[src/rtl/fetch_sequencer.sv]
`default_nettype none
// ============================================================================
//  Module      : fetch_sequencer
//  Description : Program counter and fetch sequencing ahead of a 1-cycle
//                registered instruction memory. Decodes the opcode of the
//                returned word to pick sequential / jump / branch / wait-for-
//                input / halt, with range-checked next PC and a sticky fault.
//  Revision    : 1.0 - initial release
// ============================================================================
module fetch_sequencer #(
    parameter int MEM_DEPTH = 800,
    parameter int CNT_W     = 16
) (
    input  logic             Clock,
    input  logic             Reset,
    input  logic [31:0]      Instruction,
    input  logic             BranchTaken,
    input  logic             InputConfirm,
    output logic [31:0]      ProgramCounter,
    output logic             InstrValid,
    output logic             WaitingInput,
    output logic             Halted,
    output logic             Fault,
    output logic [CNT_W-1:0] RetiredCount
);

    localparam logic [5:0]       c_OP_HALT   = 6'b000001;
    localparam logic [5:0]       c_OP_J      = 6'b000101;
    localparam logic [5:0]       c_OP_BEQ    = 6'b010000;
    localparam logic [5:0]       c_OP_IN     = 6'b001011;
    localparam logic [31:0]      c_MEM_LIMIT = 32'(MEM_DEPTH);
    localparam logic [CNT_W-1:0] c_CNT_ONE   = CNT_W'(1);

    typedef enum logic [1:0] {
        S_FETCH   = 2'd0,
        S_EXEC    = 2'd1,
        S_WAIT_IN = 2'd2,
        S_HALT    = 2'd3
    } state_t;

    state_t           r_state;
    state_t           w_nextState;
    logic [31:0]      r_pc;
    logic [31:0]      w_nextPc;
    logic [31:0]      w_pcPlusOne;
    logic [31:0]      w_target;
    logic             w_checkRange;
    logic             w_retire;
    logic             w_setFault;
    logic             r_fault;
    logic [CNT_W-1:0] r_count;

    assign w_pcPlusOne = r_pc + 32'd1;

    // Next-state / next-PC selection; every candidate PC passes one range check
    always_comb begin
        w_nextState  = r_state;
        w_nextPc     = r_pc;
        w_target     = w_pcPlusOne;
        w_checkRange = 1'b0;
        w_retire     = 1'b0;
        w_setFault   = 1'b0;

        case (r_state)
            S_FETCH: begin
                w_nextState = S_EXEC;
            end
            S_EXEC: begin
                case (Instruction[31:26])
                    c_OP_HALT: begin
                        w_nextState = S_HALT;
                        w_retire    = 1'b1;
                    end
                    c_OP_J: begin
                        w_target     = {6'd0, Instruction[25:0]};
                        w_checkRange = 1'b1;
                    end
                    c_OP_BEQ: begin
                        w_target     = BranchTaken ? {16'd0, Instruction[15:0]} : w_pcPlusOne;
                        w_checkRange = 1'b1;
                    end
                    c_OP_IN: begin
                        // Retirement is deferred until the input is confirmed
                        w_nextState = S_WAIT_IN;
                    end
                    default: begin
                        w_checkRange = 1'b1;
                    end
                endcase
            end
            S_WAIT_IN: begin
                if (InputConfirm) begin
                    w_checkRange = 1'b1;
                end
            end
            default: begin
                // HALT is absorbing; only Reset leaves it
                w_nextState = S_HALT;
            end
        endcase

        if (w_checkRange) begin
            if (w_target >= c_MEM_LIMIT) begin
                // PC stays on the offending instruction, which is not retired
                w_setFault  = 1'b1;
                w_nextState = S_HALT;
            end else begin
                w_nextPc    = w_target;
                w_nextState = S_FETCH;
                w_retire    = 1'b1;
            end
        end
    end

    // State, PC, sticky fault and retired counter registers
    always_ff @(posedge Clock) begin
        if (Reset) begin
            r_state <= S_FETCH;
            r_pc    <= 32'd0;
            r_fault <= 1'b0;
            r_count <= '0;
        end else begin
            r_state <= w_nextState;
            r_pc    <= w_nextPc;
            if (w_setFault) begin
                r_fault <= 1'b1;
            end
            if (w_retire) begin
                r_count <= r_count + c_CNT_ONE;
            end
        end
    end

    assign ProgramCounter = r_pc;
    assign InstrValid     = (r_state == S_EXEC);
    assign WaitingInput   = (r_state == S_WAIT_IN);
    assign Halted         = (r_state == S_HALT);
    assign Fault          = r_fault;
    assign RetiredCount   = r_count;

endmodule
`default_nettype wire

[config.mk]
export PLATFORM = sky130hd
export DESIGN_NAME = fetch_sequencer
export DESIGN_NICKNAME = d
export VERILOG_FILES = /design/src/rtl/fetch_sequencer.sv
export SDC_FILE = /design/constraint.sdc
export NUM_CORES = 1
export LEC_CHECK = 0
export CORE_UTILIZATION = 25
export DETAILED_ROUTE_END_ITERATION = 10
export HOLD_SLACK_MARGIN = 0.12
export PLACE_DENSITY = 0.52
export SLEW_MARGIN = 20
export SYNTH_ARGS = -nofsm -noshare
export SYNTH_HDL_FRONTEND = slang
export SYNTH_SLANG_ARGS = --single-unit
[constraint.sdc]
create_clock -name Clock -period 4.3 [get_ports Clock]
set_input_delay 0.645 -clock Clock [delete_from_list [all_inputs] [get_ports Clock]]
set_output_delay 0.645 -clock Clock [all_outputs]
set_load 0.005 [all_outputs]
==> flow_metrics.tcl <==
set metrics [dict create \
    hpwl_um 7070 \
    ys_ff_latch 51 \
    synth_cells 384 \
    vias_per_cell 5.00 \
    yosys_warnings 0 \
    syn_nets 427 \
    syn_area_per_cell_sq_um 8.22 \
    gp_congestion 0.837 \
    vias 3176 \
    worst_hold_path_type "reg -> reg" \
    finalCritPeriodShare 0.909 \
    fin_skew_ns 0.00764 \
    worstPathMaxFanout 8 \
    seq_area_frac_synth 0.323 \
    clockBufferDepth 2 \
    wire_per_inst_um 14.8 \
    startpoint_type "register" \
    cts.repair.resized 0 \
    hold_ws_ns 0.516 \
    drc 0 \
    cts-root-buf "clkbuf_16" \
    holdBufCountCts 0 \
    worstPathRequired_ns 4.48 \
    initial_core_util 0.260 \
    die_h_um 114 \
    min_delay_worst_endpoint "Fault$_SDFFE_PP0P_" \
    worst_slew_pin_slew_ns 0.684 \
    max_cap_viol_count 0 \
    end_kind "register" \
    timing.fmax_mhz 256 \
    irDropWorstVdd_v 0.000164 \
    diodes 0 \
    hold_start "Fault$_SDFFE_PP0P_" \
    grtUsageMet3 0.0296 \
    first_global_vias 2936 \
    syn_area_sq_mm 0.00316 \
    synthArstFlopShare 0 \
    tritoncts "done" \
    reg2reg_to "RetiredCount[13]$_SDFFE_PP0P_" \
    grt_max_degree 37 \
    static-leakage-power_uw 0.00151 \
    timing.slew.headroom 0.544 \
    cp.arrival_ns 4.09 \
    rsz0062_at_grt "false" \
    clk_pin_slew_ns 0.07 \
    timing.rr.start "ProgramCounter[0]$_SDFFE_PP0P_" \
    ys_types 61 \
    worst-setup-path-type "reg -> reg" \
    worst_r2r_path_depth 9 \
    insertion_delay_ns 0.29 \
    hold_viol 0 \
    r2r_slack_ns 0.39 \
    die-area_sq_mm 0.0131 \
    fin_crit_ns 3.91 \
    synth_flop_cell "dfxtp_1" \
    fp-row-count 40 \
    drive_above_1_share 0.0899 \
    die_x_um 114 \
    cts.sinks 51 \
    antenna_found_initial 0 \
    power_density_mw_per_mm2 287 \
    synth_edf_count 0 \
    numCtsBuffers 5 \
    ant_nets 0 \
    syn2layout_area_growth_pct 38.5 \
    final_cell_count_no_fill 635 \
    grt_util_met2 0.237 \
    drt-initial-drc-count 114 \
    finalSetupViolations 0 \
    status "completed" \
    ios 88 \
    port_buffers 87 \
    wirelength_um 9410 \
    final.setup.tns_ns 0 \
    hold_depth 2 \
    top_usage_layer "met2" \
    p_total_uw 1250 \
    grt_pass1_wl_um 15100 \
    htreeDepth 2 \
    final_max_slew_viol_count 0 \
    grt_util_all_layers 0.145 \
    grt-ovfl-total 0 \
    place_inst 627 \
    grtUsageMet1 0.196 \
    drt_pass1_iterations 4 \
    post-cts-setup-buffers 0 \
    core_sq_mm 0.0122 \
    nets 509 \
]
[where the power goes]
group	total, uW	internal [uW]	switching (uW)	leakage (uW)
clock network	414	233	181	0.0000731
registers	525	492	32.6	0.000411
logic	315	149	166	0.00103
total	1250	875	379	0.00151
[metal layers]
layer / wire length, um / share of wire
met5: 0 / 0
met4: 82 / 0.0087
met3: 533 / 0.057
met2: 4350 / 0.46
met1: 4440 / 0.47
[synthesized netlist by cell type (all sizes together), types with 10 or more instances]
master  instances  area, sq um
dfxtp          51         1020
a21oi          29          145
nor2           28          105
nand2          24         90.1
and2           23          144
nand3          22          115
o21ai          17         85.1
clkbuf         15         57.6
nand4          15          106
mux2           14          158
nor2b          14         87.6
nor3           12         60.1
and3           10         62.6
[layout make-up]
cell class | instances | area [sq um]
clock inverters | 2 | 16.3
repair buffers | 97 | 946
flip-flops and latches | 51 | 1020
well taps | 168 | 210
inverters | 8 | 30.0
clock buffers | 6 | 139
fillers | 1240 | 7790
multi-input cells | 303 | 2010
[how the worst max path moves through the flow]
stage	from	to	slack, ns	depth (start not counted)
after floorplan	Instruction[27]	RetiredCount[13]$_SDFFE_PP0P_	0.86	9
after global placement	Instruction[27]	RetiredCount[13]$_SDFFE_PP0P_	0.15	9
after detailed placement	Instruction[27]	RetiredCount[13]$_SDFFE_PP0P_	0.10	9
after CTS	ProgramCounter[0]$_SDFFE_PP0P_	RetiredCount[13]$_SDFFE_PP0P_	0.40	9
after global routing	ProgramCounter[0]$_SDFFE_PP0P_	RetiredCount[13]$_SDFFE_PP0P_	0.13	9
final	ProgramCounter[0]$_SDFFE_PP0P_	RetiredCount[13]$_SDFFE_PP0P_	0.39	9
[layout by cell type, fill, tap and decap left out, drive strengths merged, types with 14 or more instances in the layout]
| cell type | n |
|---|---|
| nor2 | 28 |
| and2 | 23 |
| nor2b | 14 |
| clkdlybuf4s50 | 87 |
| mux2 | 14 |
| nand3 | 22 |
| dfxtp | 51 |
| nand2 | 24 |
| nand4 | 15 |
| a21oi | 29 |
| o21ai | 17 |
[through the flow]
stage,utilization,cell area [sq um],worst slack (ns)
floorplan,-,3160,0.858
global placement,0.347,4220,0.152
detailed placement,0.347,4220,0.101
CTS,0.360,4370,0.396
global route,0.360,4370,0.132
finish,0.360,4370,0.392
[sequential cells by signal, summed over array words and instances, names as in the netlist]
name and flops:
Fault 1, ProgramCounter 32, RetiredCount 16, r_state 2
[logic make-up (layout without fill, tap and decap cells)]
family                     Yosys count  count (layout)  synth area share
AOI/OAI and AO/OA                   90              90             0.198
xor gates and xnor gates            11              11            0.0305
adders and majority gates            7               7            0.0277
buffers and inverters               30             113            0.0416
DFF                                 51              51             0.323
muxes                               14              14            0.0499
and+or+nand+nor                    181             181             0.329
[worst max-delay path: stages, from the launching register on]
cell	delay (ns)
dfxtp_1	0.48
ha_1	0.26
nand3_2	0.12
nor4_2	0.62
nand4_1	0.18
a211oi_1	0.34
o221ai_1	0.22
or4b_1	0.78
a2111oi_4	0.43
mux2_2	0.37
Note: power is estimated with default switching activity, not from simulation.
==> patch: new RTL, same settings <==
Encoding of `state_t`: now one-hot (4 bits for 4 states).
--- a/src/rtl/fetch_sequencer.sv
+++ b/src/rtl/fetch_sequencer.sv
@@ -32,9 +32,9 @@
     localparam logic [CNT_W-1:0] c_CNT_ONE   = CNT_W'(1);
 
-    typedef enum logic [1:0] {
-        S_FETCH   = 2'd0,
-        S_EXEC    = 2'd1,
-        S_WAIT_IN = 2'd2,
-        S_HALT    = 2'd3
+    typedef enum logic [3:0] {
+        S_FETCH   = 4'b0001,
+        S_EXEC    = 4'b0010,
+        S_WAIT_IN = 4'b0100,
+        S_HALT    = 4'b1000
     } state_t;
 
Function: same outputs for any inputs over 10 cycles, from zero or initial values and one cycle with Reset high; not proved beyond that.
==> patch against the original RTL <==
  * The flow now finishes with violations (DRC)
  * Area after synthesis fell by 4.4%
  * Final area decreased by 4.4%
  * Count of clock-buffer cells in the layout stayed put
  * Routed wire length down 5.1%
  * Sequential cell count rose by 2
  * Worst setup slack improved by 0.26 ns
  * Utilization grew 0.20 points
Power is not compared: it rests on default switching activity, and its combinational part moved more than twofold at a synthesized area within 25%.
==> patch: results (changes against the original RTL) <==
| Metric | Value |
|---|---|
| Clock Skew | 0.00619 ns (was 0.00764 ns) |
| Actual slew at the worst max-slew pin | 0.698 ns (was 0.684 ns) |
| Number of distinct library cells after synthesis | 57 (was 61) |
| Vias per std cell | 5.06 (was 5.00) |
| Flip-flop and latch count | 53 (was 51) |
| Failing checks | DRC |
| Met1 Usage GRT | 19.6% (about the same) |
| ClkCell Share | 3.44% (was 3.55%) |
| M3 GR Usage | 2.67% (was 2.96%) |
| Placed Cells | 588 (was 627) |
| Met2 GRT Util | 24.3% (was 23.7%) |
| Mean Syn Cell Area | 8.13 sq um (was 8.22 sq um) |
| Syn Nets | 409 (was 427) |
| Number of global-route vias before repair | 2927 (was 2936) |
| Hold_ws | 0.496 ns (was 0.516 ns) |
| CP max-delay cell | or4_1 (was or4b_1) |
| Signal buf overhead | 21.9% (was 21.6%) |
| Reg2Reg Depth | 10 (was 9) |
| Num CTS Buffers | 5 (unchanged) |
| Final Non-Filler Cells | 596 (was 635) |
| CP arrival | 3.81 ns (was 4.09 ns) |
| Dpl hpwl | 6.55 mm (was 7.07 mm) |
| GPL Wtd Cong | 0.772 (was 0.837) |
| CTS resizes | 0 (unchanged) |
| Fin nets | 490 (was 509) |
| Largest net degree at the start of global routing | 34 (was 37) |
| Top cells by count, synth | dfxtp_1 (53), nand2_1 (33), and3_1 (30) (was dfxtp_1 (51), a21oi_1 (29), nor2_1 (28)) |
| Filler Cell Count | 1176 (was 1240) |
| Status | finished with violations (was complete, no violations) |
| Number of non-clock buffers | 93 (was 97) |
| Seq area share | 25.4% (was 23.3%) |
| Top cells by area, synth | dfxtp_1 (35%), and3_1 (6.2%), a21oi_1 (4.6%) (was dfxtp_1 (32%), mux2_2 (5.0%), a21oi_1 (4.6%)) |
| Largest register FFs | 32 (unchanged) |
| Drt wl/cell | 15.0 microns (was 14.8 microns) |
| Max incr delay on CP | 0.95 ns (was 0.78 ns) |
| Fraction of area in multi-input gates | 43.9% (was 46.0%) |
| # DRC | 3 (was 0) |
| Reg2reg end | ProgramCounter[4] (was RetiredCount[13]) |
| Worst Path Max Fanout | 25 (was 8) |
| DR pass1 iterations | 7 (was 4) |
| Seq/Total Area, Yosys | 35.2% (was 32.3%) |
| All-Layer GR Usage | 14.6% (was 14.5%) |
| Global-route wire length before repair | 14.8 mm (was 15.1 mm) |
| Inverters | 12 (was 8) |
| Multi-input gates | 287 (was 303) |
| Detailed Route Iter0 Violations | 115 (was 114) |
| R2r setup slk | 0.65 ns (was 0.39 ns) |
| Post-synth top flop | dfxtp_1 (unchanged) |
| Share of layout cells above drive strength 1 | 7.06% (was 8.99%) |
## patch: changes by cell type after synthesis, sizes merged, moves of 5 or more
cell	delta
xnor2	+6
and2	-15
and3	+20
ha	-5
nand3	-5
nand2	+9
mux2	-13
mux2i	+6
nor2b	-13
or4	+6
## patch: worst min path at each step
stage                      from               end  cells after the start
4_1_cts        RetiredCount[15]  RetiredCount[15]                      2
5_1_grt        RetiredCount[15]  RetiredCount[15]                      2
6_report       RetiredCount[15]  RetiredCount[15]                      2
3_5_place_dp    RetiredCount[9]   RetiredCount[9]                      2
2_1_floorplan  RetiredCount[15]  RetiredCount[15]                      2
3_3_place_gp   RetiredCount[15]  RetiredCount[15]                      2
## patch: where the power goes
group,switching [mW],internal (mW),total [mW]
Combinational,0.0300,0.0413,0.0713
Sequential,0.00510,0.494,0.499
Clock,0.182,0.216,0.398
## patch: kinds of logic after synthesis
| family | Yosys count | synth area share (%) |
|---|---|---|
| compound gates | 80 | 17.3 |
| simple gates | 185 | 36.5 |
| fa+ha+maj | 2 | 0.829 |
| flops | 53 | 35.2 |
| xor+xnor | 13 | 3.77 |
| mux | 7 | 2.36 |
| buf+inv | 31 | 4.06 |
## patch: worst min-delay path, delay by kind of cell, from the launching register on
| family | cells | cell delay (ns) |
|---|---|---|
| AOI/OAI and AO/OA | 2 | 0.13 |
| DFF | 1 | 0.33 |
## patch: per-stage QoR
step                area (sq um)  power (mW)  util, %  setup WS (ns)
global placement            4040       0.581     34.9          0.493
finish                      4180       0.968     36.2          0.647
global route                4180        1.01     36.2          0.171
detailed placement          4040       0.582     34.9          0.440
floorplan                   3020       0.533        -           1.16
CTS                         4180       0.981     36.2          0.618
## patch: metal layers
layer	wire length [microns]	vias up
met3	382	6
met2	4190	70
met5	0	-
met1	4260	1391
met4	82	0
li1	-	1546
